==> src/rtl/pairwise_divider_if.sv <==
// Handshake and operand/result bundle for the pairwise radix-4 divider.
interface pairwise_divider_if #(
  parameter int DW = 8,
  parameter int VW = 4
);
  logic          start;
  logic [DW-1:0] dividend;
  logic [VW-1:0] divisor;
  logic          busy;
  logic          done;
  logic [DW-1:0] quotient;
  logic [VW-1:0] remainder;
  logic          div_by_zero;

  // Requester side: drives the request and operands, observes results.
  modport master (
    output start, dividend, divisor,
    input  busy, done, quotient, remainder, div_by_zero
  );

  // Divider side.
  modport slave (
    input  start, dividend, divisor,
    output busy, done, quotient, remainder, div_by_zero
  );
endinterface

==> src/rtl/pairwise_divider.sv <==
// Sequential radix-4 restoring divider: retires one dividend bit pair per
// cycle, producing a DW-bit quotient and VW-bit remainder after DW/2 cycles.
// Results are registered and held until the next completion.
module pairwise_divider #(
  parameter int DW = 8,
  parameter int VW = 4
) (
  input  logic              clk1,
  input  logic              rst,
  pairwise_divider_if.slave bus
);

  localparam int ITER = DW / 2;
  localparam int CW   = $clog2(ITER) + 1;
  localparam int TW   = VW + 2;

  typedef enum logic {IDLE = 1'b0, RUN = 1'b1} state_t;

  state_t          r_state;
  state_t          w_state_nxt;
  logic            w_load;
  logic            w_iter;
  logic            w_finish;

  logic [CW-1:0]   r_cnt;
  logic [DW-1:0]   r_work;
  logic [DW-3:0]   r_quo;
  logic [VW-1:0]   r_prem;
  logic [VW-1:0]   r_div;

  logic            r_busy;
  logic            r_done;
  logic [DW-1:0]   r_q;
  logic [VW-1:0]   r_r;
  logic            r_dbz;

  logic [TW-1:0]   w_t;
  logic [TW-1:0]   w_d1;
  logic [TW-1:0]   w_d2;
  logic [TW-1:0]   w_d3;
  logic [1:0]      w_k;
  logic [VW-1:0]   w_kd;
  logic [VW-1:0]   w_rem;
  logic [DW-1:0]   w_quo_nxt;
  logic            w_last;

  // Trial value: partial remainder with the next two dividend bits appended.
  assign w_t  = {r_prem, r_work[DW-1:DW-2]};
  // Divisor multiples at full TW width so 3*divisor never truncates.
  assign w_d1 = {2'b00, r_div};
  assign w_d2 = {1'b0, r_div, 1'b0};
  assign w_d3 = w_d1 + w_d2;

  // Digit select: largest k in 0..3 with k*divisor <= t.
  always_comb begin
    w_k  = 2'd0;
    w_kd = '0;
    if (w_t >= w_d3) begin
      w_k  = 2'd3;
      w_kd = w_d3[VW-1:0];
    end else if (w_t >= w_d2) begin
      w_k  = 2'd2;
      w_kd = w_d2[VW-1:0];
    end else if (w_t >= w_d1) begin
      w_k  = 2'd1;
      w_kd = w_d1[VW-1:0];
    end
  end

  // The true difference is below the divisor, so the low VW bits are exact.
  assign w_rem     = w_t[VW-1:0] - w_kd;
  assign w_quo_nxt = {r_quo, w_k};
  assign w_last    = (r_cnt == CW'(ITER - 1));

  // Next-state and control decode for the IDLE/RUN sequencer.
  always_comb begin
    w_state_nxt = r_state;
    w_load      = 1'b0;
    w_iter      = 1'b0;
    w_finish    = 1'b0;
    case (r_state)
      IDLE: begin
        if (bus.start) begin
          w_load      = 1'b1;
          w_state_nxt = RUN;
        end
      end
      RUN: begin
        w_iter = 1'b1;
        if (w_last) begin
          w_finish    = 1'b1;
          w_state_nxt = IDLE;
        end
      end
      default: w_state_nxt = IDLE;
    endcase
  end

  // State register.
  always_ff @(posedge clk1 or posedge rst) begin
    if (rst) r_state <= IDLE;
    else     r_state <= w_state_nxt;
  end

  // Working registers, iteration counter and held result registers.
  always_ff @(posedge clk1 or posedge rst) begin
    if (rst) begin
      r_cnt  <= '0;
      r_work <= '0;
      r_quo  <= '0;
      r_prem <= '0;
      r_div  <= '0;
      r_busy <= 1'b0;
      r_done <= 1'b0;
      r_q    <= '0;
      r_r    <= '0;
      r_dbz  <= 1'b0;
    end else begin
      r_done <= 1'b0;
      if (w_load) begin
        r_work <= bus.dividend;
        r_div  <= bus.divisor;
        r_prem <= '0;
        r_quo  <= '0;
        r_cnt  <= '0;
        r_busy <= 1'b1;
      end else if (w_iter) begin
        r_work <= {r_work[DW-3:0], 2'b00};
        r_prem <= w_rem;
        r_quo  <= w_quo_nxt[DW-3:0];
        r_cnt  <= r_cnt + 1'b1;
        if (w_finish) begin
          r_busy <= 1'b0;
          r_done <= 1'b1;
          if (r_div == '0) begin
            r_q   <= '1;
            r_r   <= '0;
            r_dbz <= 1'b1;
          end else begin
            r_q   <= w_quo_nxt;
            r_r   <= w_rem;
            r_dbz <= 1'b0;
          end
        end
      end
    end
  end

  assign bus.busy        = r_busy;
  assign bus.done        = r_done;
  assign bus.quotient    = r_q;
  assign bus.remainder   = r_r;
  assign bus.div_by_zero = r_dbz;

endmodule
==> src/flat_wrapper.sv <==
// flat-port wrapper written by rule: the top's interface ports become plain ports
module pairwise_divider_flat 
#(
  parameter int DW = 8,
  parameter int VW = 4
)
  (clk1, rst, bus_start, bus_dividend, bus_divisor, bus_busy, bus_done, bus_quotient, bus_remainder, bus_div_by_zero);
  pairwise_divider_if #(.DW(DW), .VW(VW)) bus_i ();
  input  logic clk1;
  input  logic rst;
  input wire logic [$bits(bus_i.start)-1:0] bus_start;
  input wire logic [$bits(bus_i.dividend)-1:0] bus_dividend;
  input wire logic [$bits(bus_i.divisor)-1:0] bus_divisor;
  output wire logic [$bits(bus_i.busy)-1:0] bus_busy;
  output wire logic [$bits(bus_i.done)-1:0] bus_done;
  output wire logic [$bits(bus_i.quotient)-1:0] bus_quotient;
  output wire logic [$bits(bus_i.remainder)-1:0] bus_remainder;
  output wire logic [$bits(bus_i.div_by_zero)-1:0] bus_div_by_zero;
  assign bus_i.start = bus_start;
  assign bus_i.dividend = bus_dividend;
  assign bus_i.divisor = bus_divisor;
  assign bus_busy = bus_i.busy;
  assign bus_done = bus_i.done;
  assign bus_quotient = bus_i.quotient;
  assign bus_remainder = bus_i.remainder;
  assign bus_div_by_zero = bus_i.div_by_zero;
  pairwise_divider #(.DW(DW), .VW(VW)) u_core (.clk1(clk1), .rst(rst), .bus(bus_i));
endmodule
==> config.mk <==
export PLATFORM = sky130hd
export DESIGN_NAME = pairwise_divider_flat
export DESIGN_NICKNAME = d
export VERILOG_FILES = /design/src/rtl/pairwise_divider_if.sv /design/src/rtl/pairwise_divider.sv /design/src/flat_wrapper.sv
export SDC_FILE = /design/constraint.sdc
export NUM_CORES = 1
export LEC_CHECK = 0
export ABC_AREA = 0
export BUFFER_PORTS_ARGS = -buffer_cell sky130_fd_sc_hd__buf_4
export CORE_ASPECT_RATIO = 0.5
export CORE_UTILIZATION = 35
export CTS_CLUSTER_DIAMETER = 60
export DETAILED_ROUTE_END_ITERATION = 10
export PLACE_DENSITY = 0.52
export SETUP_SLACK_MARGIN = 0.1
export SYNTH_ARGS = -nofsm -noshare
export SYNTH_HDL_FRONTEND = slang
export SYNTH_SLANG_ARGS = --single-unit
==> constraint.sdc <==
create_clock -name clk1 -period 4.1 [get_ports clk1]
set_clock_uncertainty 0.15 [all_clocks]
set_input_delay 0.615 -clock clk1 [delete_from_list [all_inputs] [get_ports clk1]]
set_output_delay 0.615 -clock clk1 [all_outputs]
set_load 0.05 [all_outputs]
==> results of run 1 <==
[kinds of logic (layout without fill, tap and decap cells)]
family,after synthesis,count (layout),share of synthesized area
buffers and inverters,21,70,0.0347
xor gates and xnor gates,3,3,0.0116
AOI/OAI and AO/OA,62,62,0.192
and+or+nand+nor,57,57,0.126
muxes,8,8,0.0352
DFF,41,41,0.452
adders and majority gates,26,26,0.150
[worst max-delay path by stage]
stage | start | endpoint | slack [ps] | cells after the start
2_1_floorplan | u_core.r_div[1] | u_core.bus.remainder[3] | 100 | 14
4_1_cts | u_core.r_div[2] | u_core.bus.remainder[3] | 110 | 15
3_5_place_dp | u_core.r_div[1] | u_core.bus.remainder[3] | -3 | 14
6_report | u_core.r_div[1] | u_core.bus.remainder[3] | 140 | 15
3_3_place_gp | u_core.r_div[1] | u_core.bus.remainder[3] | 50 | 14
5_1_grt | u_core.r_div[1] | u_core.bus.remainder[3] | -8 | 15
[metrics by stage]
stage          utilization  cell area [sq um]  std cells  TNS, ps  setup WS [ps]
6_report             0.484               2980        355        0            142
5_1_grt              0.484               2980        355    -7.81          -7.81
4_1_cts              0.465               2860        349        0            110
3_5_place_dp         0.432               2660        338    -2.69          -2.69
3_3_place_gp         0.432               2660        338        0           47.6
2_1_floorplan            -               2280        218        0            105
[registers in the layout (all words and copies together), names as in the netlist]
signal,flops
u_core.bus.remainder,4
u_core.bus.busy,1
u_core.r_div,4
u_core.bus.done,1
u_core.r_state,1
u_core.r_work,8
u_core.bus.div_by_zero,1
u_core.r_prem,4
u_core.r_quo,6
u_core.bus.quotient,8
u_core.r_cnt,3
[worst register-to-register path: cells and delay by family, from the launching register on]
| kind | cells | cell delay, ps |
|---|---|---|
| adder cells (fa/ha/maj) | 3 | 830 |
| XOR/XNOR | 1 | 140 |
| flip-flops | 1 | 430 |
| AO/OA/AOI/OAI | 9 | 1950 |
| AND/OR/NAND/NOR | 2 | 360 |
[cell usage in the layout (no fill, tap or decap), drive strengths merged, types with 5 or more instances in the layout]
master  netlist  routed
a21o          5       5
a21oi         7       7
buf           1      48
clkbuf        6       6
dfrtp        41      41
ha           24      24
inv          14      14
mux2i         8       8
nand2        26      26
nand2b        6       6
nor2          5       5
o21ai        26      26
o22a          6       6
[per-layer routing]
layer,vias to the layer above,track usage,part of all wire
met1,842,0.234,0.49
met5,-,0,0
met4,0,0.0659,0.013
met3,9,0.0378,0.034
met2,36,0.274,0.46
li1,886,-,-
[cell type report]
cell class              count  area share
multi-input cells         156       0.422
flip-flops and latches     41       0.345
repair buffers             48       0.122
clock buffers               6      0.0433
well taps                  88      0.0370
inverters                  14      0.0176
clock inverters             2      0.0130
[timing repair]
action | in CTS | in global routing
pin swaps | 2 | 19
setup buffers | 3 | 6
gates cloned | 0 | 0
resized for setup | 7 | 16
setup endpoints to repair | 2 | 4
==> results.json, run 1 <==
{
  "outcome": "finished clean",
  "synth_enable_flop_cells": 0,
  "cts-buffers-inserted": 5,
  "synth_top_flop_cell": "dfrtp_1",
  "path_common_cell": "ha_1",
  "worst-endpoint-required_ps": 4130,
  "dp_hpwl_microns": 3600,
  "area.sequential_sq_um": 1030,
  "final_antenna_net_count": 0,
  "drive_above_1_share": 0.296,
  "chipWidth_microns": 116,
  "starting_density_of_the_core": 0.369,
  "post-synth-top-area-fraction": 0.452,
  "synth.most_common_cell": "dfrtp_1",
  "setup.worst_path.start_class": "register",
  "multi_input_area_sq_um": 1260,
  "syn-num-nets": 259,
  "global_route.usage.total": 0.173,
  "avgViaCountPerCell": 4.99,
  "design.core.area_sq_um": 6160,
  "numClockSinks": 41,
  "fillCellCount": 600,
  "ys_async_sr_fraction": 1.00,
  "final_net_count": 307,
  "cp_top_family": "compound AO/OA/AOI/OAI gates",
  "grt_antenna_before_repair": 0,
  "criticalPathCategory": "register to register",
  "r2r_start": "u_core.r_div[1]",
  "synthesized_instance_count": 218,
  "pin_count": 30,
  "period_utilisation_layout": 0.965,
  "synth_common_cells": "dfrtp_1, nand2_1, o21ai_0, ha_1, inv_1",
  "globalRoute.totalOverflow": 0,
  "clock_path_buffers": 2,
  "clock_pin_slew_reported_for_the_worst_setup_and_hold_paths_after_clock_tree_synthesis_ps": 60,
  "slowest_stage": "dfrtp_1",
  "report.final.slew_viol_count": 0,
  "synth.yosys.warnings": 0,
  "synthesis.area_sq_um": 2270,
  "largest_net_degree_at_the_start_of_global_routing": 42,
  "synth.yosys.seq_area_share": 0.452,
  "worstPathMaxFanout": 3,
  "synth_largest_area_cell": "dfrtp_1",
  "rr_worst_depth": 15,
  "drc": 0,
  "grt_setup_unrepaired": "yes",
  "gpl.final_weighted_congestion": 0.845,
  "antenna_cells_inserted": 0,
  "wl_per_cell_microns": 14.8,
  "final_period_minus_worst_setup_slack_ps": 3960,
  "synth_cell_type_count": 41,
  "cp_slowest_stage_delay_ps": 430,
  "synth.ff_latch_count": 41,
  "fmaxAchievable_mhz": 253,
  "worstPathCellList": "ha_1, a21o_1, a21oi_2, xnor2_1, ha_1, a21o_2, a221o_2, a221o_1, o21ai_2, ha_1, and3b_2, o21ai_4, nand2_1, a21o_2, o311ai_2",
  "ctsHtreeMaxLevel": 2,
  "detail_route.wirelength_microns": 5240,
  "crit_buf_inv": 0,
  "tritoncts_clock_tree": "yes",
  "grt_first_pass_wirelength_microns": 8800,
  "rr_endpoint": "u_core.bus.remainder[3]",
  "timing.critical_path.to_type": "register",
  "detail_route.iter0.violations": 73,
  "syn_avg_cell_area_sq_um": 10.4,
  "final_hold_viol_count": 0,
  "vias": 1773,
  "die_area_sq_um": 6840,
  "worst-r2r-setup-slack_ps": 140,
  "setup-violations-final": 0,
  "wp_data_arrival_ps": 3980,
  "worstMarginPinSlew_ps": 520,
  "clock-root-buffer": "clkbuf_16",
  "postCtsHoldBufs": 0,
  "grt_pass1_vias": 1780,
  "holdWs_ps": 315,
  "synth_top_cells_by_area": "dfrtp_1, ha_1, o21ai_0, nand2_1, mux2i_1",
  "worst_slew_margin_rel": 0.652,
  "synthToLayoutAreaGrowth_pct": 31.1,
  "die_height_microns": 59.0,
  "port_buffers": 29,
  "hold_path.class": "primary input to asynchronous set/reset pin",
  "floorplan.rows": 20,
  "number_of_optimization_iterations_in_the_first_detailed_route_pass": 4,
  "drv.max_cap_violation_count": 0,
  "clock_latency_ps": 280
}
Power of run 1 is left out: the tool's default activity adds up to more than one toggle a clock period on the data nets, which glitch-free logic cannot reach.
==> run 2, diff against run 1 <==
--- a/config.mk
+++ b/config.mk
@@ -11,7 +11,6 @@
 export CORE_UTILIZATION = 35
 export CTS_CLUSTER_DIAMETER = 60
 export DETAILED_ROUTE_END_ITERATION = 10
-export PLACE_DENSITY = 0.52
 export SETUP_SLACK_MARGIN = 0.1
 export SYNTH_ARGS = -nofsm -noshare
 export SYNTH_HDL_FRONTEND = slang
==> constraint.sdc (replaced) <==
create_clock -name clk1 -period 4.1 [get_ports clk1]
set_clock_uncertainty 0.15 [all_clocks]
set_input_delay 0.82 -clock clk1 [delete_from_list [all_inputs] [get_ports clk1]]
set_output_delay 0.82 -clock clk1 [all_outputs]
set_load 0.05 [all_outputs]
==> results.json, run 2 (synthesis gave the netlist of run 1 again) <==
{
  "outcome": "finished clean",
  "globalRoute.totalOverflow": 0,
  "synthToLayoutAreaGrowth_pct": 30.9,
  "final_period_minus_worst_setup_slack_ps": 3940,
  "fillCellCount": 577,
  "antenna_cells_inserted": 0,
  "die_area_sq_um": 6840,
  "setup.worst_path.start_class": "register",
  "grt_pass1_vias": 1855,
  "worstMarginPinSlew_ps": 547,
  "dp_worst_setup_slack_ps": -7.55,
  "clock_pin_slew_reported_for_the_worst_setup_and_hold_paths_after_clock_tree_synthesis_ps": 60,
  "final_critical_path_setup_slack_ps": 162,
  "detail_route.wirelength_microns": 5370,
  "multi_input_area_sq_um": 1290,
  "port_buffers": 29,
  "final_net_count": 305,
  "postCtsHoldBufs": 0,
  "worst_slew_margin_rel": 0.634,
  "setup-violations-final": 0,
  "starting_density_of_the_core": 0.369,
  "die_height_microns": 59.0,
  "number_of_optimization_iterations_in_the_first_detailed_route_pass": 4,
  "mostFrequentLayoutCell": "buf_4",
  "fmaxAchievable_mhz": 254,
  "stdcell_area_sq_um": 2970,
  "global_route.usage.total": 0.168,
  "period_utilisation_layout": 0.961,
  "timing.critical_path.to_type": "register",
  "clock-root-buffer": "clkbuf_16",
  "wl_per_cell_microns": 15.2,
  "hold_path.class": "register to register",
  "final_hold_viol_count": 0,
  "design.core.area_sq_um": 6160,
  "area.sequential_sq_um": 1030,
  "avgViaCountPerCell": 5.19,
  "worst-endpoint-required_ps": 4130,
  "ctsHtreeMaxLevel": 2,
  "grt_setup_unrepaired": "yes",
  "dp_hpwl_microns": 3710,
  "vias": 1832,
  "floorplan.rows": 20,
  "fin_tns_setup_ps": 0,
  "grt_antenna_before_repair": 0,
  "gpl.final_weighted_congestion": 0.807,
  "drv.max_cap_violation_count": 0,
  "clock_latency_ps": 280,
  "grt_first_pass_wirelength_microns": 8670,
  "mostFrequentLayoutCells": "buf_4, dfrtp_1, nand2_1, o21ai_0, ha_1",
  "detailed_place.area_sq_um": 2650,
  "final_antenna_net_count": 0,
  "report.final.slew_viol_count": 0,
  "chipWidth_microns": 116,
  "cts-buffers-inserted": 5,
  "pin_count": 30,
  "largest_net_degree_at_the_start_of_global_routing": 42,
  "tritoncts_clock_tree": "yes",
  "wp_data_arrival_ps": 3970,
  "detail_route.iter0.violations": 74,
  "criticalPathCategory": "register to register",
  "numClockSinks": 41,
  "clock_path_buffers": 2,
  "worstPathMaxFanout": 3,
  "drc": 0,
  "drive_above_1_share": 0.306
}
run 2: final cells by class:
class	instances	area share
well taps	88	0.0370
flip-flops and latches	41	0.346
repair buffers	46	0.117
inverters	14	0.0177
multi-input cells	156	0.435
clock inverters	1	0.00252
clock buffers	7	0.0446
run 2: routing by layer:
metal / routed length [microns] / track usage / up-vias
met4: 101 / 0.0733 / 0
met3: 149 / 0.0378 / 10
met2: 2670 / 0.282 / 24
li1: - / - / 882
met1: 2450 / 0.211 / 916
met5: 0 / 0 / -
run 2: path summary, 6_finish.rpt:
kind / to / slack (ps) / cells past startpoint / startpoint
worst min-delay path: u_core.bus.remainder[0] / 330 / 2 / u_core.bus.remainder[0]
worst min register to register: u_core.bus.remainder[0] / 330 / 2 / u_core.bus.remainder[0]
min in group asynchronous: u_core.r_quo[3] / 530 / 3 / rst
max in group asynchronous: u_core.r_div[1] / 2890 / 3 / rst
worst max-delay path: u_core.r_prem[3] / 160 / 14 / u_core.r_div[1]
worst max register to register: u_core.r_prem[3] / 160 / 14 / u_core.r_div[1]
run 2: critical path, stage by stage (launching register included):
cell	delay (ps)
dfrtp_2	450
buf_6	140
fa_2	410
xnor2_2	190
ha_1	250
and3_2	220
a221o_2	360
a221o_1	260
o21ai_1	90
ha_1	280
a21o_1	210
or3_4	420
a21oi_4	160
nand4_1	130
o311ai_2	110
run 2: through the flow:
stage | hold WS, ps | utilization | instances
finish | 329 | 0.483 | 353
global route | 361 | 0.483 | 353
CTS | 334 | 0.462 | 349
detailed placement | 317 | 0.430 | 337
global placement | 308 | 0.430 | 337
floorplan | 299 | - | 218
run 2: timing repair:
action,4_1_cts,5_1_grt
gates resized for setup,9,20
setup buffers,4,4
hold endpoints to repair,0,0
pin swaps,3,21
setup endpoints to repair,2,4
Power of run 2 is left out for the same reason.
==> run 3, diff against run 2 <==
--- a/config.mk
+++ b/config.mk
@@ -8,9 +8,10 @@
 export ABC_AREA = 0
 export BUFFER_PORTS_ARGS = -buffer_cell sky130_fd_sc_hd__buf_4
 export CORE_ASPECT_RATIO = 0.5
-export CORE_UTILIZATION = 35
+export CORE_UTILIZATION = 46
 export CTS_CLUSTER_DIAMETER = 60
 export DETAILED_ROUTE_END_ITERATION = 10
+export PLACE_DENSITY = 0.68
 export SETUP_SLACK_MARGIN = 0.1
 export SYNTH_ARGS = -nofsm -noshare
 export SYNTH_HDL_FRONTEND = slang
==> results.json, run 3 (synthesis gave the netlist of run 1 again) <==
{
  "fmaxAchievable_mhz": 250,
  "worstPathCellList": "ha_2, fa_2, inv_2, ha_4, a21oi_2, o21ai_2, a221o_2, a221o_1, o21ai_1, ha_1, and3b_2, o21ai_4, nand2_1, a21o_2, o311ai_2",
  "outcome": "finished clean",
  "slowest_stage": "fa_2",
  "gpl.final_weighted_congestion": 0.849,
  "final_net_count": 304,
  "vias": 1759,
  "clock_path_buffers": 2,
  "port_buffers": 29,
  "worst-endpoint-required_ps": 4150,
  "mostFrequentLayoutCells": "buf_4, dfrtp_1, nand2_1, o21ai_0, ha_1",
  "detail_route.iter0.violations": 89,
  "grtUsageMet2": 0.331,
  "grt_antenna_before_repair": 0,
  "globalRouteMet1Util": 0.297,
  "grt.busiest_layer": "met2",
  "setup.worst_path.start_class": "register",
  "worst_slew_margin_rel": 0.651,
  "die_height_microns": 51.7,
  "clock-root-buffer": "clkbuf_8",
  "number_of_optimization_iterations_in_the_first_detailed_route_pass": 5,
  "final_hold_viol_count": 0,
  "final_critical_path_setup_slack_ps": 92.9,
  "largest_net_degree_at_the_start_of_global_routing": 42,
  "drive_above_1_share": 0.307,
  "pin_count": 30,
  "drc": 0,
  "global_route.usage.met3": 0.0417,
  "criticalPathCategory": "register to register",
  "grt_first_pass_wirelength_microns": 8400,
  "clock_latency_ps": 300,
  "mostFrequentLayoutCell": "buf_4",
  "postCtsHoldBufs": 0,
  "cp_slowest_stage_delay_ps": 560,
  "floorplan.rows": 17,
  "tritoncts_clock_tree": "yes",
  "fin_tns_setup_ps": 0,
  "detail_route.wirelength_microns": 5070,
  "cts-buffers-inserted": 5,
  "dp_hpwl_microns": 3520,
  "chipWidth_microns": 101,
  "worstPathMaxFanout": 3,
  "worstMarginPinSlew_ps": 523,
  "drv.max_cap_violation_count": 0,
  "timing.critical_path.to_type": "register",
  "dp_worst_setup_slack_ps": -11.1,
  "globalRoute.totalOverflow": 0,
  "wp_data_arrival_ps": 4050,
  "antenna_cells_inserted": 0,
  "avgViaCountPerCell": 5.33,
  "report.final.slew_viol_count": 0,
  "final_antenna_net_count": 0,
  "hold_path.class": "register to register",
  "design.core.area_sq_um": 4570,
  "final_period_minus_worst_setup_slack_ps": 4010,
  "die_area_sq_um": 5240,
  "starting_density_of_the_core": 0.497,
  "period_utilisation_layout": 0.977,
  "grt_setup_unrepaired": "yes",
  "grt_pass1_vias": 1748,
  "wl_per_cell_microns": 15.4,
  "global_route.usage.total": 0.212,
  "ctsHtreeMaxLevel": 2,
  "clock_pin_slew_reported_for_the_worst_setup_and_hold_paths_after_clock_tree_synthesis_ps": 90,
  "synthToLayoutAreaGrowth_pct": 26.3,
  "setup-violations-final": 0,
  "numClockSinks": 41
}
-- run 3: through the flow --
| stage | instances | util | instance area, sq um | hold WS [ps] |
|---|---|---|---|---|
| detailed placement | 315 | 0.573 | 2620 | 318 |
| floorplan | 218 | - | 2280 | 299 |
| CTS | 326 | 0.602 | 2750 | 339 |
| finish | 330 | 0.628 | 2870 | 338 |
| global placement | 315 | 0.573 | 2620 | 312 |
| global route | 330 | 0.628 | 2870 | 361 |
-- run 3: worst paths after layout --
path / from / end / slack [ps] / cells after the start
min in group asynchronous: rst / u_core.r_quo[4] / 500 / 3
hold reg to reg: u_core.r_work[3] / u_core.r_work[5] / 340 / 2
setup / recovery: u_core.r_div[1] / u_core.bus.remainder[3] / 90 / 15
max in group asynchronous: rst / u_core.r_div[2] / 2910 / 3
hold / removal: u_core.r_work[3] / u_core.r_work[5] / 340 / 2
setup reg to reg: u_core.r_div[1] / u_core.bus.remainder[3] / 90 / 15
-- run 3: layout make-up --
cell class,count,area [sq um]
Clock inverter,3,21.3
Inverter,14,52.6
Fill cell,378,1700
Clock buffer,5,68.8
Multi-Input combinational cell,156,1280
Timing Repair Buffer,45,342
Tap cell,66,82.6
Sequential cell,41,1030
-- run 3: what timing repair did --
action,in CTS,in global routing
resized for setup,9,17
pin swaps,3,17
endpoints found under the setup margin,2,3
hold endpoints to repair,0,0
buffers inserted,3,4
-- run 3: per-layer routing --
metal	routed length (microns)	vias up
met1	2500	852
met4	0	0
met5	0	-
met3	172	0
li1	-	881
met2	2400	26
-- run 3: worst max-delay path, delay by kind of cell, from the launching register on --
family,cells,cell delay (ps)
buffers and inverters,1,50
and+or+nand+nor,2,350
adders and majority gates,4,1260
AOI/OAI and AO/OA,8,1650
DFF,1,440
Power of run 3 is left out for the same reason.
